[config.mk]
export PLATFORM = sky130hd
export DESIGN_NAME = cdcfifo_rd_ctrl
export DESIGN_NICKNAME = d
export VERILOG_FILES = /design/src/rtl/cdcfifo_pkg.sv /design/src/rtl/cdcfifo_sync.sv /design/src/rtl/cdcfifo_rd_ctrl.sv
export SDC_FILE = /design/constraint.sdc
export NUM_CORES = 1
export LEC_CHECK = 0
export BUFFER_PORTS_ARGS = -buffer_cell sky130_fd_sc_hd__clkbuf_2
export CORE_MARGIN = 3
export CORE_UTILIZATION = 30
export CTS_CLUSTER_DIAMETER = 120
export CTS_CLUSTER_SIZE = 40
export DETAILED_ROUTE_END_ITERATION = 8
export SKIP_CTS_REPAIR_TIMING = 1
export SLEW_MARGIN = 20
export SYNTH_ARGS = -nofsm -noshare
export SYNTH_HDL_FRONTEND = slang
export SYNTH_SLANG_ARGS = --single-unit
[constraint.sdc]
create_clock -name rdclock -period 2.79 [get_ports rdclock]
set_input_delay 0.1395 -clock rdclock [delete_from_list [all_inputs] [get_ports rdclock]]
set_output_delay 0.1395 -clock rdclock [all_outputs]
set_load 0.05 [all_outputs]
[src/rtl/cdcfifo_pkg.sv]
// Shared helpers for the CSI-2 RX dual-clock FIFO controllers.
package cdcfifo_pkg;

  localparam int unsigned CDCFIFO_SKID_DEPTH = 2;

  // Gray conversion is width-agnostic on zero-extended operands; callers cast back.
  function automatic logic [31:0] bin2gray(input logic [31:0] b);
    return b ^ (b >> 1);
  endfunction

  function automatic logic [31:0] gray2bin(input logic [31:0] g, input int unsigned width);
    logic [31:0] b;
    b = g;
    for (int unsigned k = 1; k < width; k++) begin
      b = b ^ (g >> k);
    end
    return b;
  endfunction

endpackage

[src/rtl/cdcfifo_sync.sv]
// Multi-stage flop chain bringing a Gray pointer into the local clock domain.
module cdcfifo_sync #(
  parameter int unsigned WIDTH  = 5,
  parameter int unsigned STAGES = 2
) (
  input  logic             i_clk,
  input  logic             i_rst,
  input  logic [WIDTH-1:0] i_d,
  output logic [WIDTH-1:0] o_q
);

  logic [STAGES-1:0][WIDTH-1:0] r_chain;

  always_ff @(posedge i_clk) begin
    if (i_rst) begin
      r_chain <= '0;
    end else begin
      r_chain[0] <= i_d;
      for (int unsigned i = 1; i < STAGES; i++) begin
        r_chain[i] <= r_chain[i-1];
      end
    end
  end

  assign o_q = r_chain[STAGES-1];

endmodule

[src/rtl/cdcfifo_rd_ctrl.sv]
// Read-side controller of the CSI-2 RX dual-clock FIFO (rdclock domain only).
// Optional registered fill level output enabled by defining CDCFIFO_RD_LEVEL_EN.
module cdcfifo_rd_ctrl
  import cdcfifo_pkg::*;
#(
  parameter int unsigned ADDR_WIDTH  = 4,
  parameter int unsigned DATA_WIDTH  = 32,
  parameter int unsigned SYNC_STAGES = 2
) (
  input  logic                  rdclock,
  input  logic                  reset,
  input  logic [ADDR_WIDTH:0]   wrptr_gray,
  output logic [ADDR_WIDTH:0]   rdptr_gray,
  output logic [ADDR_WIDTH-1:0] rdaddress,
  input  logic [DATA_WIDTH-1:0] ram_q,
  output logic [DATA_WIDTH-1:0] dout,
  output logic                  dout_valid,
  input  logic                  dout_ready,
  output logic                  empty
`ifdef CDCFIFO_RD_LEVEL_EN
  ,
  output logic [ADDR_WIDTH:0]   rd_level
`endif
);

  localparam int unsigned PW = ADDR_WIDTH + 1;

  logic [ADDR_WIDTH:0]   r_rd_bin;
  logic [ADDR_WIDTH:0]   r_rdptr_gray;
  logic                  r_empty;
  logic                  r_inflight;
  logic [DATA_WIDTH-1:0] r_dout;
  logic                  r_dout_valid;
  logic [DATA_WIDTH-1:0] r_skid;
  logic                  r_skid_valid;

  logic [ADDR_WIDTH:0]   w_wr_sync;
  logic [ADDR_WIDTH:0]   w_rd_bin_next;
  logic [ADDR_WIDTH:0]   w_gray_next;
  logic                  w_pop;
  logic [1:0]            w_occ_next;
  logic [1:0]            w_load;
  logic                  w_issue;

  cdcfifo_sync #(
    .WIDTH  (PW),
    .STAGES (SYNC_STAGES)
  ) u_wrptr_sync (
    .i_clk (rdclock),
    .i_rst (reset),
    .i_d   (wrptr_gray),
    .o_q   (w_wr_sync)
  );

  // Occupancy is taken after this cycle's pop so back-to-back reads sustain 1 word/cycle.
  always_comb begin
    w_pop         = r_dout_valid && dout_ready;
    w_occ_next    = {1'b0, r_dout_valid} + {1'b0, r_skid_valid} - {1'b0, w_pop};
    w_load        = w_occ_next + {1'b0, r_inflight};
    w_issue       = !r_empty && (w_load < 2'(CDCFIFO_SKID_DEPTH));
    w_rd_bin_next = w_issue ? r_rd_bin + PW'(1) : r_rd_bin;
    w_gray_next   = PW'(bin2gray(32'(w_rd_bin_next)));
  end

  always_ff @(posedge rdclock) begin
    if (reset) begin
      r_rd_bin     <= '0;
      r_rdptr_gray <= '0;
      r_empty      <= 1'b1;
      r_inflight   <= 1'b0;
      r_dout       <= '0;
      r_dout_valid <= 1'b0;
      r_skid       <= '0;
      r_skid_valid <= 1'b0;
    end else begin
      r_rd_bin     <= w_rd_bin_next;
      r_rdptr_gray <= w_gray_next;
      // Compared against the post-increment pointer so empty never lags an issue.
      r_empty      <= (w_gray_next == w_wr_sync);
      r_inflight   <= w_issue;
      if (!r_dout_valid || w_pop) begin
        if (r_skid_valid) begin
          r_dout       <= r_skid;
          r_dout_valid <= 1'b1;
          if (r_inflight) begin
            r_skid <= ram_q;
          end else begin
            r_skid_valid <= 1'b0;
          end
        end else if (r_inflight) begin
          r_dout       <= ram_q;
          r_dout_valid <= 1'b1;
        end else begin
          r_dout_valid <= 1'b0;
        end
      end else if (r_inflight) begin
        r_skid       <= ram_q;
        r_skid_valid <= 1'b1;
      end
    end
  end

  assign rdptr_gray = r_rdptr_gray;
  assign rdaddress  = r_rd_bin[ADDR_WIDTH-1:0];
  assign dout       = r_dout;
  assign dout_valid = r_dout_valid;
  assign empty      = r_empty;

`ifdef CDCFIFO_RD_LEVEL_EN
  logic [ADDR_WIDTH:0] r_rd_level;

  always_ff @(posedge rdclock) begin
    if (reset) begin
      r_rd_level <= '0;
    end else begin
      r_rd_level <= PW'(gray2bin(32'(w_wr_sync), PW)) - r_rd_bin;
    end
  end

  assign rd_level = r_rd_level;
`endif

endmodule

Yosys cells after proc, flatten, opt, wreduce, memory -nomap -nowiden
Index checks and enable logic that the tools add are counted.
Word-level totals
  bits in registers: 88
  input bits: 40
  logic and storage cells: 37
Cells by class
  add/subtract/negate cells: 4
  order comparisons: 1
  eq/ne operators: 2
  mux-type cells: 11
  bitwise logic cells: 1
  reductions and logical operators: 8
Operator list (number)
  32-bit 2-to-1 mux: 5
  5-bit by 1-bit adder with 5-bit output (second input constant): 1
  5-bit == test: 1
  1-bit 2-to-1 mux: 5
  5-bit 2-to-1 mux: 1
  5-bit by 4-bit XOR with 5-bit output: 1
  2-bit nonzero test: 2
  1-bit by 1-bit adder with 2-bit output: 1
  2-bit by 1-bit adder with 2-bit output: 1
  1-bit logical AND: 2
  1-bit zero test: 2
  2-bit < comparator (second input constant): 1
  2-bit != test (second input constant): 1
  2-bit AND reduction: 1
  2-bit by 1-bit subtractor with 2-bit output: 1
  1-bit logical OR: 1

Logic depth before layout (Yosys ltp)
Gate-level depths: netlist of run 1.
  word-level depth: 8
  mapped depth: 10

Hierarchy
A second synthesis of run 1 with hierarchy kept.
Unflattened totals
  cells, all modules: 447
  area, all modules: 3881.2 µm²
Modules (own cells, without submodules)
  cdcfifo_rd_ctrl: times used 1, cells each 422, area an instance 3580.9 µm²
  cdcfifo_sync: times used 1, cells each 25, area an instance 300.3 µm²

Worst setup path after synthesis of run 1
Ideal clock, no wire load.
  path type: reg2reg
  start point: register r_dout_valid, in the netlist dout_valid
  end point: register r_empty, in the netlist empty
  library setup time: 0.116 ns
  arrival: 2.632 ns
  data required time: 2.674 ns
  path slack: 0.042 ns
  stages on the path, launching flop included: 11
  path buffers: 0
  cell sequence: dfxtp_1 and2_1 ha_1 inv_1 ha_1 a21oi_4 mux2_4 mux2i_2 xnor2_1 nor3_2 a31o_1
On the way
  cells in the longest elaborated chain, start to end: 8
Ends and longest elaborated chain
  start: declaration: RTL line cdcfifo_rd_ctrl.sv:33  | logic r_dout_valid;
  start signal: assignment: RTL line cdcfifo_rd_ctrl.sv:72  | r_dout_valid <= 1'b0;
  start signal: assignment: RTL line cdcfifo_rd_ctrl.sv:84  | r_dout_valid <= 1'b1;
  start signal: assignment: RTL line cdcfifo_rd_ctrl.sv:92  | r_dout_valid <= 1'b1;
  1-bit by 1-bit adder with 2-bit output or 1-bit logical AND (tied branches): RTL line cdcfifo_rd_ctrl.sv:58, cdcfifo_rd_ctrl.sv:57
  2-bit by 1-bit subtractor with 2-bit output (*): RTL line cdcfifo_rd_ctrl.sv:58  | w_occ_next = {1'b0, r_dout_valid} + {1'b0, r_skid_valid} - {1'b0, w_pop};
  2-bit by 1-bit adder with 2-bit output (*): RTL line cdcfifo_rd_ctrl.sv:59  | w_load = w_occ_next + {1'b0, r_inflight};
  2-bit < comparator (*): RTL line cdcfifo_rd_ctrl.sv:60  | w_issue = !r_empty && (w_load < 2'(CDCFIFO_SKID_DEPTH));
  1-bit logical AND (*): RTL line cdcfifo_rd_ctrl.sv:60
  5-bit 2-to-1 mux (*): RTL line cdcfifo_rd_ctrl.sv:61  | w_rd_bin_next = w_issue ? r_rd_bin + PW'(1) : r_rd_bin;
  5-bit by 4-bit XOR with 5-bit output (*): RTL line cdcfifo_pkg.sv:8  | return b ^ (b >> 1);
  5-bit == test (*): RTL line cdcfifo_rd_ctrl.sv:79  | r_empty <= (w_gray_next == w_wr_sync);
  end signal: assignment: RTL line cdcfifo_rd_ctrl.sv:79
  end: declaration: RTL line cdcfifo_rd_ctrl.sv:30  | logic r_empty;
Every way passes the cells marked *; elsewhere a longest branch is shown, timed or not.
A chain may end at the register's enable or synchronous reset.

Worst setup path after layout of run 1
  start point: register r_inflight
  end point: register r_empty, in the netlist empty
On the way
  cells in the longest elaborated chain, start to end: 6
Ends and longest elaborated chain
  start: declaration: RTL line cdcfifo_rd_ctrl.sv:31  | logic r_inflight;
  start signal: assignment: RTL line cdcfifo_rd_ctrl.sv:80  | r_inflight <= w_issue;
  2-bit by 1-bit adder with 2-bit output: RTL line cdcfifo_rd_ctrl.sv:59
  2-bit < comparator: RTL line cdcfifo_rd_ctrl.sv:60
  1-bit logical AND: RTL line cdcfifo_rd_ctrl.sv:60
  5-bit 2-to-1 mux: RTL line cdcfifo_rd_ctrl.sv:61
  5-bit by 4-bit XOR with 5-bit output: RTL line cdcfifo_pkg.sv:8
  5-bit == test: RTL line cdcfifo_rd_ctrl.sv:79
Every way passes these cells.

==> metrics.yaml, run 1 <==
floorplanning:
  ios: 83
  start_util_pct: 31.51
  die_h_um: 117.1
  core_area_mm2: 0.01176
  dieArea_mm2: 0.01372
  die_x_um: 117.1
  std_cell_rows: 39
global_route:
  grt_max_degree: 68
  first_global_vias: 2876
  grt-ovfl-total: 0
  grt_pass1_wl_um: 13660
  antenna_found_initial: 0
  track_usage_pct: 12.60
status:
  outcome: "finished, final reports clean"
clocking:
  clk_latency_ns: 0.33
  clk_pin_slew_worst_paths_ns: 0.06
  cts_sinks: 87
  htreeDepth: 3
  cts_buffers: 9
  cts_tree: "done"
  root_buffer: "clkbuf_16"
  clk_path_buf_depth: 2
logic_synthesis:
  synth.most_common_cell: "dfxtp_1"
  synth_area_leaders: "dfxtp_1 (47%), mux2i_1 (9.2%), nand2_1 (7.2%)"
  synth_edf_count: 0
  ys_ff_latch: 87
  syn_nets: 454
  synth_commonest_cells: "dfxtp_1 (87), nand2_1 (71), nor2_1 (49)"
  synth_flop_cell: "dfxtp_1"
  synth.distinct_cells: 45
  netlist_area_mm2: 0.003706
  netlist_instances: 411
  ys_warn_count: 0
  ys_seq_area_share_pct: 47.00
  avgSynthCellArea_um2: 9.017
  synthArstFlopShare_pct: 0
  synth_top_area_share_pct: 47.00
  synth_top_area_cell: "dfxtp_1"
worst_setup_path:
  crit_chain: "inv_1 -> ha_1 -> inv_1 -> ha_1 -> a21oi_4 -> mux2_4 -> o2bb2ai_2 -> xnor2_2 -> xor2_1 -> a31o_1"
  critical_path_buf_inv_count: 2
  cp_slowest_stage_delay_ns: 0.40
  critPathSlowestCell: "mux2_4"
  critPathLaunchType: "register"
  crit_type: "reg -> reg"
  rr_startpoint: "r_inflight"
  crit_fanout: 9
  setup.worst_path.start: "r_inflight"
  end_kind: "register"
  crit_family: "compound AO/OA/AOI/OAI gates"
  critPathRequiredTime_ns: 3.02
  arrival_ns: 2.82
timing:
  slew-limit-headroom_pct: 40.89
  tightest_slew_ns: 0.8833
  skew_ns: 0.005685
  setup_violations: 0
  slew_viol_final: 0
  period_minus_slack_ns: 2.593
  finalSetupTns_ns: 0
  hold_viol_final: 0
  rsz0062_at_grt: "no"
  max_clock_freq_ghz: 0.3856
  layout_worst_path_cycle_share_pct: 92.94
pwr:
  p_int_mw: 2.486
  power_density_mw_per_mm2: 868.7
  switching_share_pct: 37.47
  power_frac_seq_pct: 38.4
  leakage_nw: 1.748
  irDropWorstVdd_v: 0.0003152
  power_frac_comb_pct: 32.2
  p_sw_mw: 1.490
  power_frac_clock_pct: 29.4
cells_and_area:
  drive_gt1_share_pct: 25.10
  num_antenna_cells: 0
  design_area_mm2: 0.004577
  final_cell_count_no_fill: 650
  area_growth_pct: 23.50
  n_fill_cell: 1192
  fin_nets: 524
  final_util_pct: 38.92
routing:
  drt_iter0_drc: 159
  routed_wl_um: 8303
  dr.pass1.iters: 4
  via_count: 3021
  drc: 0
  viasPerCell: 4.648
  drtAntennaViolNets: 0
  wire_per_inst_um: 12.77
placement:
  dp_hpwl_um: 5474
  dp_cells: 630
  gp_congestion: 0.7378
  io_buffers: 82
  dpl-instance-area_mm2: 0.004240
min_path:
  hold_path_startpoint: "wrptr_gray[1]"
  min_path_type: "in -> reg"
run:
  maxCapViolations: 0
registers in the layout (all words and copies together) (netlist names):
register              cells
u_wrptr_sync.o_q          5
rdptr_gray                4
empty                     1
r_rd_bin                  5
u_wrptr_sync.r_chain      5
r_skid_valid              1
r_inflight                1
r_skid                   32
dout_valid                1
dout                     32
kinds of logic after synthesis:
family	after synthesis	synth area share, %
compound gates	83	14.69
mux	38	10.94
simple gates	146	16.98
fa+ha+maj	3	1.013
xor+xnor	19	4.895
flops	87	47.00
buf+inv	35	4.490
final timing paths:
path,depth (start not counted),end,slack (ns)
max,10,empty,0.20
min,2,u_wrptr_sync.r_chain[1],0.01
max reg2reg,10,empty,0.20
min reg2reg,1,u_wrptr_sync.o_q[0],0.43
cell type report:
| class | count | area, um2 | area share, % |
|---|---|---|---|
| multi-input cells | 289 | 1833 | 40.05 |
| clock buffers | 14 | 284.0 | 6.206 |
| inverters | 4 | 15.01 | 0.3280 |
| well taps | 164 | 205.2 | 4.483 |
| flip-flops and latches | 87 | 1744 | 38.11 |
| clock inverters | 2 | 12.51 | 0.2734 |
| repair buffers | 90 | 483.0 | 10.55 |
power by group through the flow:
stage	Sequential (mW)	Clock, mW	Combinational, mW
final	1.53	1.17	1.28
after global placement	1.55	0	1.28
after floorplan	2.01	0	0.535
after CTS	1.53	1.21	1.30
after detailed placement	1.55	0	1.29
after global routing	1.55	1.26	1.38
layer usage:
layer	routed length (um)	GRT usage [%]	vias to the layer above
met4	181	5.657	0
met1	3864	15.26	1414
met3	380	3.650	14
met2	3876	20.70	63
li1	-	-	1530
met5	0	0	-
metrics by stage:
stage	setup slack, ns	hold slack [ns]	power (mW)
floorplan	0.04235	0.2677	2.549
global placement	0.1594	0.3547	2.827
detailed placement	0.06157	0.3542	2.846
CTS	0.04851	-0.004776	4.035
global route	0.05055	0.02068	4.196
finish	0.1969	0.01082	3.976
cells in the final DEF, fill, tap and decap left out, drive strengths merged, types with 2 or more instances in the layout:
cell type / netlist / final
clkbuf: 14 / 95
xnor2: 9 / 9
mux2i: 37 / 37
inv: 4 / 4
nor2b: 13 / 13
xor2: 10 / 10
dfxtp: 87 / 87
a21oi: 36 / 36
ha: 3 / 3
nor3: 2 / 2
nor2: 50 / 50
nand2: 72 / 72
buf: 17 / 9
o21ai: 5 / 5
and3b: 2 / 2
a211oi: 32 / 32
Power figures use the tool's default switching activity.
==> run 2: changes to the inputs <==
--- a/config.mk
+++ b/config.mk
@@ -6,11 +6,14 @@
 export NUM_CORES = 1
 export LEC_CHECK = 0
 export BUFFER_PORTS_ARGS = -buffer_cell sky130_fd_sc_hd__clkbuf_2
+export CELL_PAD_IN_SITES_DETAIL_PLACEMENT = 1
+export CELL_PAD_IN_SITES_GLOBAL_PLACEMENT = 1
 export CORE_MARGIN = 3
 export CORE_UTILIZATION = 30
 export CTS_CLUSTER_DIAMETER = 120
 export CTS_CLUSTER_SIZE = 40
 export DETAILED_ROUTE_END_ITERATION = 8
+export PLACE_DENSITY_LB_ADDON = 0.1
 export SKIP_CTS_REPAIR_TIMING = 1
 export SLEW_MARGIN = 20
 export SYNTH_ARGS = -nofsm -noshare
==> run 2 against run 1 <==
Global-route usage up 1.9 points. Via count down 1.2%. Sequential share of layout area up 0.22 points. Clock skew down 0.0017 ns. Flip-flop and latch count unchanged. Largest power group unchanged. Final area down 0.66%. Critical endpoint unchanged. Largest cell class unchanged.
==> metrics.yaml, run 2 (synthesis gave the netlist of run 1 again) <==
status:
  outcome: "finished, final reports clean"
floorplanning:
  std_cell_rows: 39
  dieArea_mm2: 0.01372
  start_util_pct: 31.51
  ios: 83
  core_area_mm2: 0.01176
  die_h_um: 117.1
  die_x_um: 117.1
timing:
  setup_violations: 0
  layout_worst_path_cycle_share_pct: 92.19
  finalSetupTns_ns: 0
  rsz0062_at_grt: "no"
  fin_ws_ns: 0.2180
  skew_ns: 0.003944
  hold_viol_final: 0
  max_clock_freq_ghz: 0.3888
  slew-limit-headroom_pct: 56.27
  period_minus_slack_ns: 2.572
  tightest_slew_ns: 0.6560
  slew_viol_final: 0
pwr:
  power_density_mw_per_mm2: 864.2
  leakage_nw: 1.741
  irDropWorstVdd_v: 0.0003822
routing:
  viasPerCell: 4.594
  drtAntennaViolNets: 0
  wire_per_inst_um: 14.23
  via_count: 2986
  drt_iter0_drc: 165
  routed_wl_um: 9247
  drc: 0
  dr.pass1.iters: 4
global_route:
  grt-busiest-layer: "met2"
  grt_max_degree: 65
  grt-ovfl-total: 0
  track_usage_pct: 14.48
  use_met3_pct: 5.296
  use_met1_pct: 19.07
  antenna_found_initial: 0
  grt_use_met2_pct: 22.32
  first_global_vias: 3002
  grt_pass1_wl_um: 15400
clocking:
  root_buffer: "clkbuf_16"
  cts_sinks: 87
  cts_buffers: 9
  cts_tree: "done"
  clk_latency_ns: 0.34
  clk_path_buf_depth: 2
  htreeDepth: 3
  clk_pin_slew_worst_paths_ns: 0.06
placement:
  dpl-instance-area_mm2: 0.004265
  dp_hpwl_um: 6080
  pre_cts_ws_ns: 0.07196
  gp_congestion: 0.7022
  io_buffers: 82
worst_setup_path:
  rrSetupSlack_ns: 0.22
  cp_slowest_stage_delay_ns: 0.45
  critPathRequiredTime_ns: 3.03
  arrival_ns: 2.81
  crit_chain: "inv_1 -> ha_1 -> inv_1 -> ha_1 -> a21oi_4 -> mux2_4 -> o2bb2ai_2 -> xnor2_2 -> xor2_1 -> a31o_1"
  end_kind: "register"
  critPathLaunchType: "register"
  critPathSlowestCell: "dfxtp_1"
  crit_type: "reg -> reg"
  crit_fanout: 9
cells_and_area:
  n_fill_cell: 1404
  final_util_pct: 38.66
  area_growth_pct: 22.69
  num_antenna_cells: 0
  fin_nets: 525
  final_cell_mix: "dfxtp_1 (86), clkbuf_2 (81), nand2_1 (71)"
  final_common_cell: "dfxtp_1"
  drive_gt1_share_pct: 24.90
  design_area_mm2: 0.004547
min_path:
  min_path_type: "in -> reg"
run:
  maxCapViolations: 0
## run 2: layout make-up
type / count / area, um2 / share of cell area, %
repair buffers: 91 / 490.5 / 10.79
clock buffers: 11 / 242.7 / 5.338
well taps: 164 / 205.2 / 4.513
flip-flops and latches: 87 / 1743 / 38.33
clock inverters: 4 / 22.52 / 0.4953
multi-input cells: 289 / 1828 / 40.20
inverters: 4 / 15.01 / 0.3302
## run 2: worst paths after layout
| kind | startpoint | endpoint | depth (start not counted) |
|---|---|---|---|
| worst min-delay path | wrptr_gray[1] | u_wrptr_sync.r_chain[1] | 2 |
| worst max-delay path | r_inflight | empty | 10 |
| worst min register to register | u_wrptr_sync.r_chain[0] | u_wrptr_sync.o_q[0] | 1 |
| worst max register to register | r_inflight | empty | 10 |
## run 2: critical path, delay by kind of cell (launching register included)
kind,cells,cell delay [ns]
buffers and inverters,2,0.15
XOR/XNOR,2,0.30
adder cells (fa/ha/maj),2,0.59
AO/OA/AOI/OAI,3,0.58
multiplexers,1,0.39
flip-flops,1,0.45
## run 2: per-stage QoR
step	std cells	power (mW)	hold slack, ns
2_1_floorplan	411	2.549	0.2677
3_3_place_gp	634	2.849	0.3505
3_5_place_dp	634	2.867	0.3568
4_1_cts	649	4.002	-0.009946
5_1_grt	650	4.172	0.004190
6_report	650	3.929	0.006424
## run 2: layer usage
metal  wire length (um)  vias to the layer above  share of wire, %
li1                   -                     1534                 -
met1               4402                     1381                48
met2               4201                       62                45
met3                527                        9               5.7
met4                114                        0               1.2
met5                  0                        -                 0
## run 2: power breakdown
group	internal (mW)	switching [mW]	total (mW)
Combinational	0.387	0.912	1.30
Clock	0.618	0.490	1.11
Sequential	1.41	0.116	1.52
